--- src/rtl/tank_tune_ctrl.sv ---
// LC-tank capacitor-bank tuner: sweeps every cap code, samples the detected
// amplitude after a settling wait, and locks onto the code with the highest peak.
module tank_tune_ctrl #(
    parameter int CODE_W  = 5,
    parameter int AMP_W   = 10,
    parameter int SETTLE  = 16,
    parameter int MIN_AMP = 64
) (
    input  logic              clk,
    input  logic              rst,
    input  logic              start,
    input  logic              abort,
    input  logic              adc_ack,
    input  logic [AMP_W-1:0]  adc_data,
    output logic              adc_req,
    output logic [CODE_W-1:0] cap_code,
    output logic [CODE_W-1:0] best_code,
    output logic [AMP_W-1:0]  best_amp,
    output logic              busy,
    output logic              done,
    output logic              fail,
    output logic [2:0]        dbg_state
);

    typedef enum logic [2:0] {
        S_IDLE   = 3'd0,
        S_SETTLE = 3'd1,
        S_SAMPLE = 3'd2,
        S_EVAL   = 3'd3,
        S_LOCK   = 3'd4
    } state_t;

    localparam logic [CODE_W-1:0] CODE_MAX    = '1;
    localparam logic [7:0]        SETTLE_LOAD = 8'(SETTLE - 1);
    localparam logic [31:0]       MIN_AMP_U   = 32'(MIN_AMP);

    state_t            state_q, state_d;
    logic [7:0]        cnt_q, cnt_d;
    logic [CODE_W-1:0] cap_q, cap_d;
    logic [CODE_W-1:0] bc_q, bc_d;
    logic [AMP_W-1:0]  ba_q, ba_d;
    logic [AMP_W-1:0]  samp_q, samp_d;
    logic              busy_q, busy_d;
    logic              done_q, done_d;
    logic              fail_q, fail_d;

    logic [CODE_W-1:0] bc_n;
    logic [AMP_W-1:0]  ba_n;

    always_ff @(posedge clk or posedge rst) begin
        if (rst) begin
            state_q <= S_IDLE;
            cnt_q   <= '0;
            cap_q   <= '0;
            bc_q    <= '0;
            ba_q    <= '0;
            samp_q  <= '0;
            busy_q  <= 1'b0;
            done_q  <= 1'b0;
            fail_q  <= 1'b0;
        end else begin
            state_q <= state_d;
            cnt_q   <= cnt_d;
            cap_q   <= cap_d;
            bc_q    <= bc_d;
            ba_q    <= ba_d;
            samp_q  <= samp_d;
            busy_q  <= busy_d;
            done_q  <= done_d;
            fail_q  <= fail_d;
        end
    end

    // Strictly-greater update keeps the lowest code on amplitude ties.
    always_comb begin
        ba_n = ba_q;
        bc_n = bc_q;
        if (samp_q > ba_q) begin
            ba_n = samp_q;
            bc_n = cap_q;
        end
    end

    always_comb begin
        state_d = state_q;
        cnt_d   = cnt_q;
        cap_d   = cap_q;
        bc_d    = bc_q;
        ba_d    = ba_q;
        samp_d  = samp_q;
        busy_d  = busy_q;
        done_d  = done_q;
        fail_d  = fail_q;
        if (busy_q && abort) begin
            state_d = S_IDLE;
            busy_d  = 1'b0;
            done_d  = 1'b0;
            fail_d  = 1'b0;
            cap_d   = bc_q;
        end else begin
            case (state_q)
                S_IDLE, S_LOCK: begin
                    if (start) begin
                        state_d = S_SETTLE;
                        cnt_d   = SETTLE_LOAD;
                        cap_d   = '0;
                        bc_d    = '0;
                        ba_d    = '0;
                        busy_d  = 1'b1;
                        done_d  = 1'b0;
                        fail_d  = 1'b0;
                    end
                end
                S_SETTLE: begin
                    if (cnt_q == 8'd0) state_d = S_SAMPLE;
                    else               cnt_d   = cnt_q - 8'd1;
                end
                S_SAMPLE: begin
                    if (adc_ack) begin
                        samp_d  = adc_data;
                        state_d = S_EVAL;
                    end
                end
                S_EVAL: begin
                    ba_d = ba_n;
                    bc_d = bc_n;
                    if (cap_q != CODE_MAX) begin
                        cap_d   = cap_q + 1'b1;
                        cnt_d   = SETTLE_LOAD;
                        state_d = S_SETTLE;
                    end else begin
                        // Lock decision uses the amplitude just updated by this EVAL.
                        state_d = S_LOCK;
                        cap_d   = bc_n;
                        busy_d  = 1'b0;
                        done_d  = 1'b1;
                        fail_d  = ({{(32-AMP_W){1'b0}}, ba_n} < MIN_AMP_U);
                    end
                end
                default: state_d = S_IDLE;
            endcase
        end
    end

    assign adc_req   = (state_q == S_SAMPLE);
    assign cap_code  = cap_q;
    assign best_code = bc_q;
    assign best_amp  = ba_q;
    assign busy      = busy_q;
    assign done      = done_q;
    assign fail      = fail_q;
    assign dbg_state = state_q;

endmodule

--- config.mk ---
export PLATFORM = sky130hd
export DESIGN_NAME = tank_tune_ctrl
export DESIGN_NICKNAME = d
export VERILOG_FILES = /design/src/rtl/tank_tune_ctrl.sv
export SDC_FILE = /design/constraint.sdc
export NUM_CORES = 1
export LEC_CHECK = 0
export ABC_AREA = 0
export CAP_MARGIN = 10
export CORE_ASPECT_RATIO = 1.75
export CORE_MARGIN = 2
export CORE_UTILIZATION = 57
export DETAILED_ROUTE_END_ITERATION = 16
export GPL_TIMING_DRIVEN = 0
export PLACE_DENSITY = 0.85
export SLEW_MARGIN = 25
export SYNTH_ARGS = -nofsm -noshare
export SYNTH_HDL_FRONTEND = slang
export SYNTH_SLANG_ARGS = --single-unit
export TNS_END_PERCENT = 20
--- constraint.sdc ---
create_clock -name clk -period 3.4 [get_ports clk]
set_input_delay 0.85 -clock clk [delete_from_list [all_inputs] [get_ports clk]]
set_output_delay 0.85 -clock clk [all_outputs]
set_load 0.1 [all_outputs]
# Word-level counts from Yosys, hierarchy flattened
# Cells that the tools add are included.
[word_totals]
output_inout_bits = 27
reg_bits = 44
[classes]
n_reduce_logical = 13
eq_ne = 12
n_addsub = 2
n_mux = 30
n_bitwise = 1
n_lt_le_gt_ge = 2
[op_table]
columns = ["op", "count"]
rows = [
  ["two-way mux 8 bit", 3],
  ["case mux 8 bit (3 select lines)", 1],
  ["two-way mux 10 bit", 2],
  ["two-way mux 5 bit", 4],
  ["case mux 10 bit (2 select lines)", 1],
  ["case mux 5 bit (2 select lines)", 2],
  ["two-way mux 3 bit", 5],
  ["case mux 3 bit (4 select lines)", 1],
  ["AND reduction 3 bit", 4],
  ["> comparator 10 bit", 1],
  ["less-than comparator 10 x 7 -> 1 bit, second input constant", 1],
  ["!= test 3 bit, second input constant", 3],
  ["logical NOT 8 bit", 1],
  ["two-way mux 1 bit", 8],
  ["subtractor 8 x 1 -> 8 bit, second input constant", 1],
  ["equality test 3 x 2 -> 1 bit, second input constant", 2],
  ["!= test 2 bit, second input constant", 3],
  ["case mux 1 bit (2 select lines)", 3],
  ["nonzero test 3 bit", 2],
  ["adder 5 x 1 -> 5 bit, second input constant", 1],
  ["!= test 5 bit, second input constant", 1],
  ["AND reduction 5 bit", 1],
  ["equality test 3 x 1 -> 1 bit, second input constant", 1],
  ["equality test 3 bit, second input constant", 1],
  ["other kinds (7)", 7],
]

# Depth between registers and ports, before layout
[logic_depth]
depth_word = 6
ltp_mapped = 9
depth_no_buf = 9

# Least setup slack after synthesis
# OpenSTA, ideal clock, no wires.
[synth_timing]
kind = "reg2reg"
from = "register state_q[1] (netlist: dbg_state[1])"
to = "register samp_q[0]"
path_stages_with_launch = 5
n_path_buf = 0
path_slack_ns = -0.212
arrival_ns = 3.487
t_required_ns = 3.275
period_less_slack_ns = 3.612
cell_sequence = "dfrtp_1 -> nand2_1 -> nor2_1 -> nand3_1 -> mux2_2"
[synth_via]
elab_chain_cells = 2
[synth_lines]
columns = ["element", "line", "source"]
rows = [
  ["from (decl)", "37", "state_t state_q, state_d;"],
  ["from (signal assigned)", "62", "state_q <= state_d;"],
  ["equality test 3 x 2 -> 1 bit", "n/a", ""],
  ["via adc_req", "15", "output logic adc_req,"],
  ["AND reduction 3 bit (no source line)", "n/a", ""],
  ["to (signal assigned)", "67", "samp_q <= samp_d;"],
  ["to (decl)", "42", "logic [AMP_W-1:0] samp_q, samp_d;"],
]
# The timed path passes the listed nets, and every way through them passes these cells.
# A chain may end at the register's enable or synchronous reset.

# Final worst setup path
[layout_timing]
from = "register state_q[2] (netlist: dbg_state[2])"
to = "output port adc_req"
[layout_via]
elab_chain_cells = 1
[layout_lines]
columns = ["element", "line", "source"]
rows = [
  ["equality test 3 x 2 -> 1 bit", "145", "assign adc_req = (state_q == S_SAMPLE);"],
  ["to (decl)", "15", ""],
]
# Every way passes these cells.

==> results by stage <==
Clock network:
- Clock tree synthesis found a total of 44 sinks.
- Gates resized during post-CTS repair numbered 0.
- In this run the number of H-tree levels came out at 2.
- TritonCTS built the clock tree.
- For this design, the CTS-stage hold fixing added 0 buffers.
- Clock latency on the worst-skew pair, taken at its later pin, is 0.30 ns.
- The number of CTS-inserted buffers is 5.
- The clock transition time at the flip-flop clock pins of the worst setup and hold paths is 0.08 ns.
- The CTS root buffer is sky130_fd_sc_hd__clkbuf_8.
- The clock tree buffer depth is 2.
- The count of buffers added by post-CTS timing repair for setup is 0.

Timing:
- The minimum clock period after layout is 3.09 ns.
- The final clock skew is approximately 0.009 ns.
- The fmax is 0.324 GHz.
- The worst pin sits at a relative slew slack of 0.345.
- In the finished design, the share of the clock period the worst path needs comes to 0.909.
- Setup repair after global routing left no endpoint under its margin.
- The transition time of the tightest slew-check pin is approximately 1 ns.
- The smallest setup slack after layout is 0.310 ns.
- The final count of hold timing violations is 0.
- The total of endpoints with negative setup slack in the final report is 0.
- The total negative setup slack is 0 ns.
- Final hold analysis gives a worst-case slack of 0.510 ns.
- The max-slew violation total from the final report is 0.

Floorplanning:
- The number of primary I/O pins is between 40 and 50.
- For this configuration, the core starts out at a cell density of 0.588.
- The die outline width is 53.0 um.
- The number of placement rows is 31.
- The area of the die is ~4800 um^2.
- The core region is ~4000 um^2.
- In this run the vertical extent of the chip is 89.7 um.

Route:
- The count of TritonRoute iterations in the first routing pass is 4.
- The first routing iteration left between 50 and 60 violations.
- Summing over every cut layer, the via total after detailed routing is 1944.
- For this block, the routed nets add up to 5320 um of wire.
- The vias per cell is approximately 6.
- The count of nets left with antenna violations once routing finished came out at 0.
- The final routed wire length divided by cell count is 16.3 um.
- The post-detailed-route DRC marker count is 0.

Global routing:
- The overall overflow remaining after global route is 0.
- The number of antenna violations at the first check in global routing is 0.
- The pin count of the biggest net entering global routing is 32.
- The overall routing resource usage is 0.248.
- The number of global-route vias before repair is 1997.
- The first-pass GRT wire length is a little under 9000 um.

Setup path:
- The critical path arrival is 2.24 ns.
- STA classifies the critical path endpoint as a primary output.
- The critical path capture point is adc_req.
- The worst-path maximum fanout is 6.
- The worst-case reg-to-reg path depth is 9.
- The required time of the critical path is 2.55 ns.
- In this run the critical register-to-register path is captured at cnt_q[7].
- The startpoint of the worst setup timing path is dbg_state[2].
- The startpoint class of the critical path is a flop.
- The launch point of the worst reg-to-reg path is cap_code[0].
- Setup slack on the worst reg-to-reg path comes out at 1.00 ns.
- The critical path is of the flop to primary output type.

Placement:
- The worst-case setup slack after placement is 0.639 ns.
- Routability-driven placement finished with a final weighted congestion of 0.811.
- Detailed placement ended at an HPWL of 3940 um.
- Input and output buffers added on the ports amount to 41.

Yosys:
- The most used flip-flop cell after synthesis is sky130_fd_sc_hd__dfrtp_1.
- For this run, the register share of the synthesized area comes to 0.460.
- The async set or reset register ratio after synthesis is 1.00.
- By area the synthesized netlist is led by sky130_fd_sc_hd__dfrtp_1 (46%), sky130_fd_sc_hd__ha_1 (7.3%), sky130_fd_sc_hd__a22o_1 (6.6%), sky130_fd_sc_hd__mux2_2 (4.7%), sky130_fd_sc_hd__nor2_1 (3.0%).
- The library cell with the highest instance count after synthesis is sky130_fd_sc_hd__dfrtp_1.
- By count the netlist is led by sky130_fd_sc_hd__dfrtp_1 (44), sky130_fd_sc_hd__nor2_1 (19), sky130_fd_sc_hd__a22o_1 (18).
- When the netlist entered floorplanning its net count stood at 256.
- The unique cell type count in the Yosys netlist is 46.
- The proportion of netlist area held by the largest area contributor is 0.460.
- The number of cells produced by synthesis is 227.
- The dominant cell type by area after synthesis is sky130_fd_sc_hd__dfrtp_1.
- The summed instance area of the synthesized netlist is between 2000 and 2500 um^2.
- The number of enable-type register cells in the synthesized netlist is 0.
- The synthesized design contains 44 register bits.
- The Yosys step of the flow raised 0 warnings.
- Dividing the synthesized area by the synthesized cell count gives 10.5 um^2.

Pwr:
- The leakage power is around 1.4 nW.
- The total power divided by cell area is 577 nW/um^2.
- The worst-case IR drop observed on VDD is 0.000462 V.
- The sum of internal, switching and leakage power is 1.72 mW.

Run:
- Max-cap violations in this run came to 0.

Layout:
- Of the cells placed in the final design, the portion with a size suffix greater than 1 is 0.134.
- The antenna diode count is 0.
- The final layout net count is 305.
- Relative to the synthesized area, the layout overhead comes to 24.5%.

Min path:
- The path category of the worst min-delay check is flop to flop.

Run status:
- The flow ran to the end, and the final reports show no timing, DRC or antenna violations.
-- layout by cell type (no fill, tap or decap), types with 3 or more instances in the layout --
| master | Yosys | layout |
|---|---|---|
| sky130_fd_sc_hd__a21oi_1 | 14 | 14 |
| sky130_fd_sc_hd__a22o_1 | 18 | 18 |
| sky130_fd_sc_hd__and3_1 | 6 | 6 |
| sky130_fd_sc_hd__clkbuf_8 | 0 | 6 |
| sky130_fd_sc_hd__clkdlybuf4s50_1 | 0 | 41 |
| sky130_fd_sc_hd__dfrtp_1 | 44 | 44 |
| sky130_fd_sc_hd__ha_1 | 14 | 14 |
| sky130_fd_sc_hd__inv_1 | 17 | 16 |
| sky130_fd_sc_hd__mux2_2 | 10 | 10 |
| sky130_fd_sc_hd__nand2_1 | 11 | 11 |
| sky130_fd_sc_hd__nand3_1 | 7 | 7 |
| sky130_fd_sc_hd__nor2_1 | 19 | 18 |
| sky130_fd_sc_hd__nor3_1 | 4 | 4 |
| sky130_fd_sc_hd__nor4_1 | 3 | 3 |
| sky130_fd_sc_hd__o21a_1 | 5 | 5 |
| sky130_fd_sc_hd__o21ai_0 | 3 | 3 |
| sky130_fd_sc_hd__o21ai_1 | 5 | 5 |
| sky130_fd_sc_hd__o32a_1 | 3 | 3 |
| sky130_fd_sc_hd__xor2_1 | 5 | 5 |
-- registers in the layout, summed over array words and instances (netlist names) --
register / cells
best_code: 5
best_amp: 10
samp_q: 10
busy: 1
cnt_q: 8
fail: 1
cap_code: 5
done: 1
dbg_state: 3
-- report_power, final --
| group | leakage (nW) | internal (mW) | total, mW | switching, mW |
|---|---|---|---|---|
| logic | 0.734 | 0.233 | 0.724 | 0.491 |
| clock network | 0.0510 | 0.162 | 0.336 | 0.174 |
| registers | 0.585 | 0.585 | 0.659 | 0.0748 |
| total | 1.37 | 0.980 | 1.72 | 0.739 |
-- through the flow --
step,instances,utilization,cell area [um^2]
after CTS,326,0.732,2980
final,326,0.732,2980
after global routing,326,0.732,2980
after global placement,317,0.704,2870
after floorplan,227,-,2400
after detailed placement,318,0.709,2890
-- critical path, stage by stage, from the launching register on --
cell,delay (ns)
sky130_fd_sc_hd__dfrtp_1,0.44
sky130_fd_sc_hd__inv_1,0.15
sky130_fd_sc_hd__nand2_1,0.09
sky130_fd_sc_hd__nor2_2,0.12
sky130_fd_sc_hd__clkdlybuf4s50_1,1.14
-- logic make-up after synthesis --
logic type / synth area share
buffers and inverters: 0.0460
AND/OR/NAND/NOR: 0.152
multiplexers: 0.0554
XOR/XNOR: 0.0220
AO/OA/AOI/OAI: 0.192
adder cells (fa/ha/maj): 0.0732
flip-flops: 0.460
-- metal layers --
| metal | share of wire | global-route usage |
|---|---|---|
| met2 | 0.55 | 0.440 |
| met3 | 0.040 | 0.0498 |
| met4 | 0.020 | 0.0983 |
| met5 | 0 | 0 |
| met1 | 0.39 | 0.276 |
-- cell type report --
class / count / area (um^2)
Fill cell: 301 / 1090
Timing Repair Buffer: 42 / 430
Tap cell: 49 / 61.3
Buffer: 5 / 38.8
Inverter: 19 / 71.3
Clock inverter: 2 / 10.0
Multi-Input combinational cell: 159 / 1180
Sequential cell: 44 / 1100
Clock buffer: 6 / 82.6
-- worst min-delay path by stage --
stage,startpoint,end,slack [ns],cells past startpoint
floorplan,cnt_q[0],cnt_q[0],0.46,1
global placement,done,done,0.49,2
detailed placement,cnt_q[0],cnt_q[0],0.50,1
CTS,cnt_q[0],cnt_q[0],0.51,1
global route,cnt_q[0],cnt_q[0],0.53,1
finish,cnt_q[0],cnt_q[0],0.51,1
Power figures use the tool's default switching activity.
